**src/rtl/nonrestoring_divider_pkg.sv**
```systemverilog
// Shared definitions for the non-restoring divider: FSM state encodings
// and the default operand width.
package nonrestoring_divider_pkg;

    localparam int DEF_WIDTH = 16;

    typedef enum logic [1:0] {
        IDLE    = 2'd0,
        ITER    = 2'd1,
        CORRECT = 2'd2,
        DONE    = 2'd3
    } state_t;

endpackage

```
**src/rtl/divider_datapath.sv**
```systemverilog
// Partial-remainder (A), quotient (Q) and divisor (M) registers, the
// add/subtract unit and the iteration counter of the divider.
module divider_datapath
    import nonrestoring_divider_pkg::*;
#(
    parameter int WIDTH = DEF_WIDTH
) (
    input  logic             clk,
    input  logic             rst_n,
    input  logic             load,
    input  logic             step,
    input  logic             correct,
    input  logic [WIDTH-1:0] dividend,
    input  logic [WIDTH-1:0] divisor,
    output logic             sign,
    output logic             count_is_one,
    output logic [WIDTH-1:0] q_val,
    output logic [WIDTH-1:0] r_raw,
    output logic [WIDTH-1:0] r_fix
);

    localparam int CW = $clog2(WIDTH + 1);

    logic [WIDTH:0]   a_q;
    logic [WIDTH:0]   m_q;
    logic [WIDTH-1:0] q_q;
    logic [CW-1:0]    cnt_q;

    logic [WIDTH:0]   shifted;
    logic [WIDTH:0]   addsub;
    logic [WIDTH:0]   a_plus_m;

    // A negative partial remainder is repaired by adding M on the next step
    assign shifted  = {a_q[WIDTH-1:0], q_q[WIDTH-1]};
    assign addsub   = a_q[WIDTH] ? shifted + m_q : shifted - m_q;
    assign a_plus_m = a_q + m_q;

    always_ff @(posedge clk) begin
        if (!rst_n) begin
            a_q   <= '0;
            m_q   <= '0;
            q_q   <= '0;
            cnt_q <= '0;
        end else if (load) begin
            a_q   <= '0;
            m_q   <= {1'b0, divisor};
            q_q   <= dividend;
            cnt_q <= CW'(WIDTH);
        end else if (step) begin
            a_q   <= addsub;
            q_q   <= {q_q[WIDTH-2:0], ~addsub[WIDTH]};
            cnt_q <= cnt_q - CW'(1);
        end else if (correct && a_q[WIDTH]) begin
            a_q <= a_plus_m;
        end
    end

    assign sign         = a_q[WIDTH];
    assign count_is_one = (cnt_q == CW'(1));
    assign q_val        = q_q;
    assign r_raw        = a_q[WIDTH-1:0];
    assign r_fix        = a_plus_m[WIDTH-1:0];

endmodule

```
**src/rtl/nonrestoring_divider.sv**
```systemverilog
// Sequential unsigned non-restoring divider, one quotient bit per clock,
// with the same start/done handshake as the Booth multiplier.
module nonrestoring_divider
    import nonrestoring_divider_pkg::*;
#(
    parameter int WIDTH = DEF_WIDTH
) (
    input  logic             clk,
    input  logic             rst_n,
    input  logic             start,
    input  logic [WIDTH-1:0] dividend,
    input  logic [WIDTH-1:0] divisor,
    output logic             busy,
    output logic             done,
    output logic [WIDTH-1:0] quotient,
    output logic [WIDTH-1:0] remainder,
    output logic             div_by_zero
);

    state_t state_q;
    state_t state_d;

    logic load;
    logic step;
    logic correct;
    logic ld_res;
    logic ld_zero;

    logic             sign;
    logic             count_is_one;
    logic [WIDTH-1:0] q_val;
    logic [WIDTH-1:0] r_raw;
    logic [WIDTH-1:0] r_fix;

    divider_datapath #(
        .WIDTH(WIDTH)
    ) u_dp (
        .clk          (clk),
        .rst_n        (rst_n),
        .load         (load),
        .step         (step),
        .correct      (correct),
        .dividend     (dividend),
        .divisor      (divisor),
        .sign         (sign),
        .count_is_one (count_is_one),
        .q_val        (q_val),
        .r_raw        (r_raw),
        .r_fix        (r_fix)
    );

    always_ff @(posedge clk) begin
        if (!rst_n) state_q <= IDLE;
        else        state_q <= state_d;
    end

    always_comb begin
        state_d = state_q;
        load    = 1'b0;
        step    = 1'b0;
        correct = 1'b0;
        ld_res  = 1'b0;
        ld_zero = 1'b0;
        unique case (state_q)
            IDLE, DONE: begin
                if (start) begin
                    if (divisor != '0) begin
                        load    = 1'b1;
                        state_d = ITER;
                    end else begin
                        ld_zero = 1'b1;
                        state_d = DONE;
                    end
                end else if (state_q == DONE) begin
                    state_d = IDLE;
                end
            end
            ITER: begin
                step = 1'b1;
                if (count_is_one) state_d = CORRECT;
            end
            CORRECT: begin
                correct = 1'b1;
                ld_res  = 1'b1;
                state_d = DONE;
            end
            default: state_d = IDLE;
        endcase
    end

    // Results only move when an operation finishes or a zero divisor is seen
    always_ff @(posedge clk) begin
        if (!rst_n) begin
            quotient    <= '0;
            remainder   <= '0;
            div_by_zero <= 1'b0;
        end else if (ld_zero) begin
            quotient    <= '1;
            remainder   <= dividend;
            div_by_zero <= 1'b1;
        end else if (ld_res) begin
            quotient    <= q_val;
            remainder   <= sign ? r_fix : r_raw;
            div_by_zero <= 1'b0;
        end
    end

    assign busy = (state_q == ITER) || (state_q == CORRECT);
    assign done = (state_q == DONE);

endmodule
```
**config.mk**
```make
export PLATFORM = sky130hd
export DESIGN_NAME = nonrestoring_divider
export DESIGN_NICKNAME = d
export VERILOG_FILES = /design/src/rtl/nonrestoring_divider_pkg.sv /design/src/rtl/divider_datapath.sv /design/src/rtl/nonrestoring_divider.sv
export SDC_FILE = /design/constraint.sdc
export NUM_CORES = 1
export LEC_CHECK = 0
export CORE_MARGIN = 1
export CORE_UTILIZATION = 51
export DETAILED_ROUTE_END_ITERATION = 10
export GPL_ROUTABILITY_DRIVEN = 0
export HOLD_SLACK_MARGIN = 0.06
export PLACE_DENSITY = 0.8
export SLEW_MARGIN = 20
export SYNTH_ARGS = -nofsm -noshare
export SYNTH_HDL_FRONTEND = slang
export SYNTH_SLANG_ARGS = --single-unit
```
**constraint.sdc**
```tcl
create_clock -name clk -period 3.7 [get_ports clk]
set_input_delay 0.555 -clock clk [delete_from_list [all_inputs] [get_ports clk]]
set_output_delay 0.555 -clock clk [all_outputs]
set_load 0.02 [all_outputs]
```
* After elaboration in Yosys (flattened, before gate mapping) *
Index checks and enable logic that the tools add are counted.

storage, ports and cells
  register bits = 89
  bits of input ports = 35

operators by class
  add/sub/neg operators = 4
  eq/ne operators = 6
  mux-type cells = 27
  bitwise gates (word level) = 2
  reductions and logical operators = 10

operators with widths
  kind                                               number
  two-way mux 16 bit                                 7
  two-way mux 17 bit                                 3
  adder 17 x 16 -> 17 bit                            2
  subtractor 17 x 16 -> 17 bit                       1
  nonzero test 16 bit                                1
  two-way mux 1 bit                                  10
  two-way mux 5 bit                                  2
  two-way mux 2 bit                                  4
  one-hot mux 2 bit (3 select lines)                 1
  nonzero test 2 bit                                 3
  == test 5 x 1 -> 1 bit (second input constant)     1
  subtractor 5 x 1 -> 5 bit (second input constant)  1
  == test 2 bit (second input constant)              2
  OR reduction 2 bit                                 2
  inequality test 3 bit (second input constant)      1
  == test 2 x 1 -> 1 bit (second input constant)     1
  zero test 2 bit                                    1
  inequality test 2 bit (second input constant)      1
  NOT 1 bit                                          2
  AND reduction 2 bit                                1
  logical AND 1 bit                                  1
  logical OR 1 bit                                   1

* Longest topological paths before layout *
Gate-level depths: netlist of run 1.

  depth in word-level cells = 5
  mapped depth = 14
  depth with buffers taken out = 13

* Modules after synthesis *
A second synthesis of run 1 with hierarchy kept.

second synthesis, totals
  cells, all modules = 719
  area, all modules = 6,137.1 um^2

modules (own cells, without submodules)
  module                instances  cells each  area each (um^2)  seq. area each (um^2)
  divider_datapath      1          525         4,302.9           1,081.0
  nonrestoring_divider  1          194         1,834.3           700.7

* Worst setup path before layout of run 1 *
Ideal clock, no wire load.

  path type = reg-to-reg
  from = reg u_dp.a_q[16]
  to = reg u_dp.a_q[12]
  setup time = 0.086 ns
  data arrival time = 3.326 ns
  required time = 3.614 ns
  path slack = 0.288 ns
  cell stages (with the launch flop) = 12
  buffers on the path = 3
  cell sequence = dfxtp_1 clkbuf_1 clkbuf_1 clkbuf_1 mux2_2 fa_1 a21o_1 a221oi_1 o211ai_1 a41oi_1 xor2_1 a211oi_1

between the ends
  longest elaborated chain between the ends = 2
  elaborated cells on any way between the ends = 4
  those cells by class = mux: 2; reduce/logical: 2

ends and longest elaborated chain
  what                                                      line                                            source
  from (decl)                                               divider_datapath.sv:24                          logic [WIDTH:0] a_q;
  from (signal assigned)                                    divider_datapath.sv:50                          a_q <= addsub;
  from (signal assigned)                                    divider_datapath.sv:54                          a_q <= a_plus_m;
  two-way mux 17 bit or logical AND 1 bit (tied branches)   divider_datapath.sv:35, divider_datapath.sv:53
  two-way mux 17 bit or nonzero test 2 bit (tied branches)  -

Several ways; a longest one is shown, not always the timed one.
A chain may end at the register's enable or synchronous reset.

* Worst setup path after layout of run 1 *
  from = reg u_dp.m_q[2]
  to = reg u_dp.q_q[0] (netlist: u_dp.q_val[0])

between the ends
  longest elaborated chain between the ends = 5
  elaborated cells on any way between the ends = 6
  those cells by class = add/sub: 2; mux: 3; bitwise: 1

ends and longest elaborated chain
  what                                                                     line                    source
  from (decl)                                                              divider_datapath.sv:25  logic [WIDTH:0] m_q;
  from (signal assigned)                                                   divider_datapath.sv:46  m_q <= {1'b0, divisor};
  subtractor 17 x 16 -> 17 bit or adder 17 x 16 -> 17 bit (tied branches)  divider_datapath.sv:35  assign addsub = a_q[WIDTH] ? shifted + m_q : shifted - m_q;
  two-way mux 17 bit *                                                     divider_datapath.sv:35
  NOT 1 bit *                                                              divider_datapath.sv:51  q_q <= {q_q[WIDTH-2:0], ~addsub[WIDTH]};
  two-way mux 16 bit *                                                     divider_datapath.sv:49  end else if (step) begin
  two-way mux 16 bit *                                                     divider_datapath.sv:44  end else if (load) begin
  to (signal assigned)                                                     divider_datapath.sv:47  q_q <= dividend;
  to (signal assigned)                                                     divider_datapath.sv:51
  to (decl)                                                                divider_datapath.sv:26  logic [WIDTH-1:0] q_q;

Mark *: on every way between the ends. The rest lies on a longest branch, timed or not. The select of a mux whose other input is x is not followed.

==> impl_results.md, run 1 <==
* FFs w/ async S/R, synth at 0%
* Worst-margin pin slew at 849 ps
* CP Buf/Inv Count at 0
* Share of layout cells above drive strength 1 at 5.06%
* DRT iter0 DRCs at 658
* Count leader, synth: nand2_1
* Root Driver: clkbuf_16
* Die area at 12000 µm²
* # DRC at 0
* Static Leakage at 2.95 nW
* Core region area at 11100 µm²
* Worst skew pair latency at 340 ps
* # IOs at 70
* PwrDens at 800 nW/µm²
* CP required at 3940 ps
* Post-synth top area cell: dfxtp_1
* ANT nets after route at 0
* Nets at 842
* Setup TNS at 0 ps
* Port bufs at 69
* Gr usage total at 28.6%
* Die height at 110 µm
* Sequential share of the synthesized area at 30.1%
* Antenna violations before repair at 0
* Largest net degree at the start of global routing at 41
* CTS Sinks at 89
* Post-synthesis cell type count at 59
* RSZ-0062 raised after global routing: false
* Rows at 38
* Vias post-DR at 5779
* DR WL/cell at 18.4 µm
* Vias in the first global route at 5452
* Flop2flop setup slack at 410 ps
* Clock buffer depth at 2
* Post-Syn Nets at 797
* # setup viols final at 0
* Non-Filler Instances at 911
* Top delay family on crit path: simple AND/OR/NAND/NOR gates
* Final Hold Viols at 0
* Number of synthesized flops with an enable pin at 0
* Fillers at 937
* H-tree depth at 3
* Area growth syn-to-layout at 18.3%
* Drt pass-1 iters at 5
* Fin crit share at 88.8%
* Crit path cell chain: or4_4 > nor4_2 > nor2b_1 > a21oi_1 > xor2_1 > ha_1 > a21oi_1 > o21a_1 > o21ai_0 > a31oi_1 > xnor2_1 > a31o_1
* Worst Setup Slack, final at 414 ps
* Relative slew slack at 43.3%
* Cells after Synth at 721
* Placed Cells at 895
* Maximum vdd drop at 0.524 mV
* N_diodes at 0
* MaxCap Viol Count at 0
* Max FO, Critical Path at 7
* Initial Util at 53.4%
* Kind of end point of the critical path: register
* Num CTS Buffers at 9
* Total power at 5.60 mW
* Clock skew at 8.27 ps
* Post-place setup slack at 340 ps
* Mean Syn Cell Area at 8.20 µm²
* Setup CP Type: reg2reg
* Clk slew on worst S/H paths at 70 ps
* Post-CTS Setup Inserts at 0
* Post-DP HPWL at 12.5 mm
* Tmin final at 3290 ps
* Hold crit path type: reg2reg
* Top FF cell, synth: dfxtp_1
* First-pass GRT wire length at 26.8 mm
* Grt ovf at 0
* Pins Over Slew Limit at 0
* Crit path top cell by count: a21oi_1
* Synth Register Bits at 89
* DRT Wirelength at 16.8 mm
* Most frequent cells after synthesis: nand2_1, dfxtp_1, a21oi_1
* Setup crit start kind: register
* Fmax at 304 MHz
* TritonCTS clock tree: built
* Ranking of synthesized cells by area: dfxtp_1, ha_1, nand2_1, mux2i_1, a21boi_0
* Critical Path AT at 3520 ps
* Slowest stage cell, crit path: or4_4
* Synth warnings at 0
* Die W at 110 µm
* Post-synth top area share at 30.1%
* Status: finished clean
* Via density at 6.34
* Synthesized cell area at 5910 µm²
* Critical Path Max Stage Delay at 600 ps
==> tightest hold or removal path, delay by kind of cell (launching register included) <==
family          cells  cell delay, ps
flops               1             330
compound gates      1              70
simple gates        1              60
==> power by group <==
group / total, mW / switching [mW] / internal (mW)
clock: 0.937 / 0.390 / 0.547
sequential: 1.45 / 0.267 / 1.19
combinational: 3.21 / 1.90 / 1.31
total: 5.60 / 2.56 / 3.04
==> final cells by class <==
type / count / area (µm²) / area share (%)
Clock buffer: 11 / 243 / 3.47
Clock inverter: 5 / 62.6 / 0.894
Inverter: 21 / 78.8 / 1.13
Multi-Input combinational cell: 566 / 3890 / 55.7
Sequential cell: 89 / 1780 / 25.5
Tap cell: 140 / 175 / 2.50
Timing Repair Buffer: 79 / 761 / 10.9
==> layout by cell type, fill, tap and decap left out, types with 25 or more instances in the layout <==
cell	n
o21ai_0	31
a21boi_0	35
dfxtp_1	89
a21oi_1	51
ha_1	37
nand2_1	108
nor2_1	34
clkdlybuf4s50_1	68
mux2i_1	40
xor2_1	25
==> layer usage <==
layer / up-vias / GRT usage (%) / part of all wire (%)
met5: - / 0 / 0
met3: 53 / 4.68 / 7.8
li1: 2708 / - / -
met4: 0 / 11.0 / 3.2
met2: 270 / 47.5 / 46
met1: 2748 / 37.1 / 43
==> path summary, 6_finish.rpt <==
| kind | from | endpoint | depth (start not counted) |
|---|---|---|---|
| min | div_by_zero | div_by_zero | 2 |
| min reg2reg | div_by_zero | div_by_zero | 2 |
| max | u_dp.m_q[2] | u_dp.q_val[0] | 12 |
| max reg2reg | u_dp.m_q[2] | u_dp.q_val[0] | 12 |
==> per-stage QoR <==
stage	area [µm²]	utilization [%]	hold slack [ps]
after floorplan	5910	-	460
after global placement	6690	60.3	471
after detailed placement	6690	60.3	495
after CTS	6990	63.1	505
after global routing	7000	63.2	538
final	7000	63.2	502
==> sequential cells by signal (all words and copies together) (netlist names) <==
signal / flops
u_dp.q_val: 16
u_dp.a_q: 17
quotient: 16
state_q: 2
remainder: 16
div_by_zero: 1
u_dp.m_q: 16
u_dp.cnt_q: 5
==> repair_timing <==
item / 4_1_cts / 5_1_grt
endpoints found under the setup margin: 0 / 1
resized for setup: 0 / 1
hold buffers: 0 / 0
==> logic make-up after synthesis <==
kind of cell / after synthesis / synth area share, %
flops: 89 / 30.1
compound gates: 225 / 26.4
fa+ha+maj: 41 / 8.93
simple gates: 215 / 16.7
xor+xnor: 43 / 6.50
buf+inv: 66 / 4.19
mux: 42 / 7.15
No activity file was read; power rests on OpenSTA's default activity.
==> inputs of run 2 (changes only) <==
--- a/config.mk
+++ b/config.mk
@@ -10,6 +10,7 @@
 export DETAILED_ROUTE_END_ITERATION = 10
 export GPL_ROUTABILITY_DRIVEN = 0
 export HOLD_SLACK_MARGIN = 0.06
+export MAX_ROUTING_LAYER = met4
 export PLACE_DENSITY = 0.8
 export SLEW_MARGIN = 20
 export SYNTH_ARGS = -nofsm -noshare
==> impl_results.md, run 2 (synthesized netlist as in run 1, its figures left out) <==
* Fmax at 302 MHz (-0.68%)
* Hold crit path type: reg2reg
* Rows at 38 (unchanged)
* Share of layout cells above drive strength 1 at 5.06% (unchanged)
* Drt pass-1 iters at 6 (+1)
* Setup CP Type: reg2reg
* Clock skew at 7.45 ps (-0.817 ps)
* Static Leakage at 2.95 nW (unchanged)
* Port bufs at 69 (unchanged)
* Vias post-DR at 5775 (-0.069%)
* Nets at 842 (unchanged)
* DR WL/cell at 18.3 µm (-0.85%)
* Area growth syn-to-layout at 18.3% (unchanged)
* Kind of end point of the critical path: register
* Initial Util at 53.4% (unchanged)
* Final Hold Viols at 0 (unchanged)
* Fin crit share at 89.4% (+0.61 points)
* CP required at 3930 ps (about the same)
* Largest Register: u_dp.a_q
* MaxCap Viol Count at 0 (unchanged)
* ANT nets after route at 0 (unchanged)
* Pins Over Slew Limit at 0 (unchanged)
* DRT iter0 DRCs at 706 (+7.3%)
* PwrDens at 798 nW/µm² (-0.18%)
* Num CTS Buffers at 9 (unchanged)
* Clk slew on worst S/H paths at 70 ps (about the same)
* Die height at 110 µm (unchanged)
* Antenna violations before repair at 0 (unchanged)
* # IOs at 70 (unchanged)
* Worst-margin pin slew at 849 ps (+0.0623 ps)
* Gr usage total at 29.5% (+0.87 points)
* Clock buffer depth at 2 (unchanged)
* Setup TNS at 0 ps (unchanged)
* Via density at 6.34 (about the same)
* Final core occ at 63.2% (unchanged)
* Tmin final at 3310 ps (+22.5 ps)
* Grt ovf at 0 (unchanged)
* Number of flip-flops in the largest register at 17 (unchanged)
* Critical Path AT at 3540 ps (+20 ps)
* Flop2flop setup slack at 390 ps (-20 ps)
* Vias in the first global route at 5449 (-0.055%)
* Relative slew slack at 43.3% (about the same)
* # setup viols final at 0 (unchanged)
* RSZ-0062 raised after global routing: false
* Most common cell after layout, fill and taps aside: nand2_1
* Post-DP HPWL at 12.5 mm (unchanged)
* TritonCTS clock tree: built
* Maximum vdd drop at 0.526 mV (+0.37%)
* N_diodes at 0 (unchanged)
* Status: finished clean
* Setup crit start kind: register
* Worst skew pair latency at 340 ps (about the same)
* H-tree depth at 3 (unchanged)
* DRT Wirelength at 16.7 mm (-0.85%)
* Die area at 12000 µm² (unchanged)
* # DRC at 0 (unchanged)
* Most frequent cells in the layout: nand2_1, dfxtp_1, clkdlybuf4s50_1
* Max FO, Critical Path at 7 (unchanged)
* CTS Sinks at 89 (unchanged)
* Die W at 110 µm (unchanged)
* First-pass GRT wire length at 26.8 mm (+0.10%)
* CTS Hold Bufs at 0 (unchanged)
* Largest net degree at the start of global routing at 41 (unchanged)
* Root Driver: clkbuf_16
* Core region area at 11100 µm² (unchanged)
## run 2: final cells by class
class	instances	area [µm²]
clock buffer	11	243
clock inverter	5	62.6
sequential	89	1780
timing repair buffer	79	761
fill	937	4080
tap	140	175
inverter	21	78.8
multi-input combinational	566	3890
## run 2: path summary, 6_finish.rpt
| check | from | to | depth (start not counted) |
|---|---|---|---|
| max | u_dp.m_q[2] | u_dp.q_val[0] | 12 |
| min | div_by_zero | div_by_zero | 2 |
| max reg2reg | u_dp.m_q[2] | u_dp.q_val[0] | 12 |
| min reg2reg | div_by_zero | div_by_zero | 2 |
## run 2: stage by stage
| step | hold slack, ps | worst slack (ps) | total power [mW] | area [µm²] | std cells |
|---|---|---|---|---|---|
| floorplan | 460 | 288 | 3.76 | 5910 | 721 |
| global placement | 471 | 462 | 4.45 | 6690 | 895 |
| detailed placement | 495 | 340 | 4.57 | 6690 | 895 |
| CTS | 505 | 326 | 5.52 | 6990 | 911 |
| global route | 538 | 169 | 5.96 | 7000 | 911 |
| finish | 502 | 391 | 5.59 | 7000 | 911 |
## run 2: per-layer routing
metal | routed length, µm | global-route usage, % | vias to the layer above | share of wire [%]
met1 | 7260 | 37.3 | 2720 | 44
met3 | 1240 | 4.62 | 54 | 7.4
li1 | - | - | 2712 | -
met5 | 0 | - | - | 0
met4 | 558 | 10.9 | 0 | 3.3
met2 | 7610 | 47.5 | 289 | 46
## run 2: report_power, final
| group | leakage [nW] | internal [mW] | total, mW | switching (mW) |
|---|---|---|---|---|
| registers | 0.727 | 1.19 | 1.45 | 0.266 |
| logic | 2.08 | 1.31 | 3.20 | 1.89 |
| clock network | 0.143 | 0.547 | 0.934 | 0.387 |
## run 2: worst max-delay path: stages (launching register included)
cell	delay [ps]
dfxtp_1	370
or4_4	600
nor4_2	240
nor2b_1	250
a21oi_1	120
xor2_1	160
ha_1	390
a21oi_1	290
o21a_1	180
o21ai_0	80
a31oi_1	190
xnor2_1	110
a31o_1	220
## run 2: timing repair
item | CTS | global route
setup buffers | 0 | 0
resized for setup | 0 | 1
endpoints found under the setup margin | 0 | 1
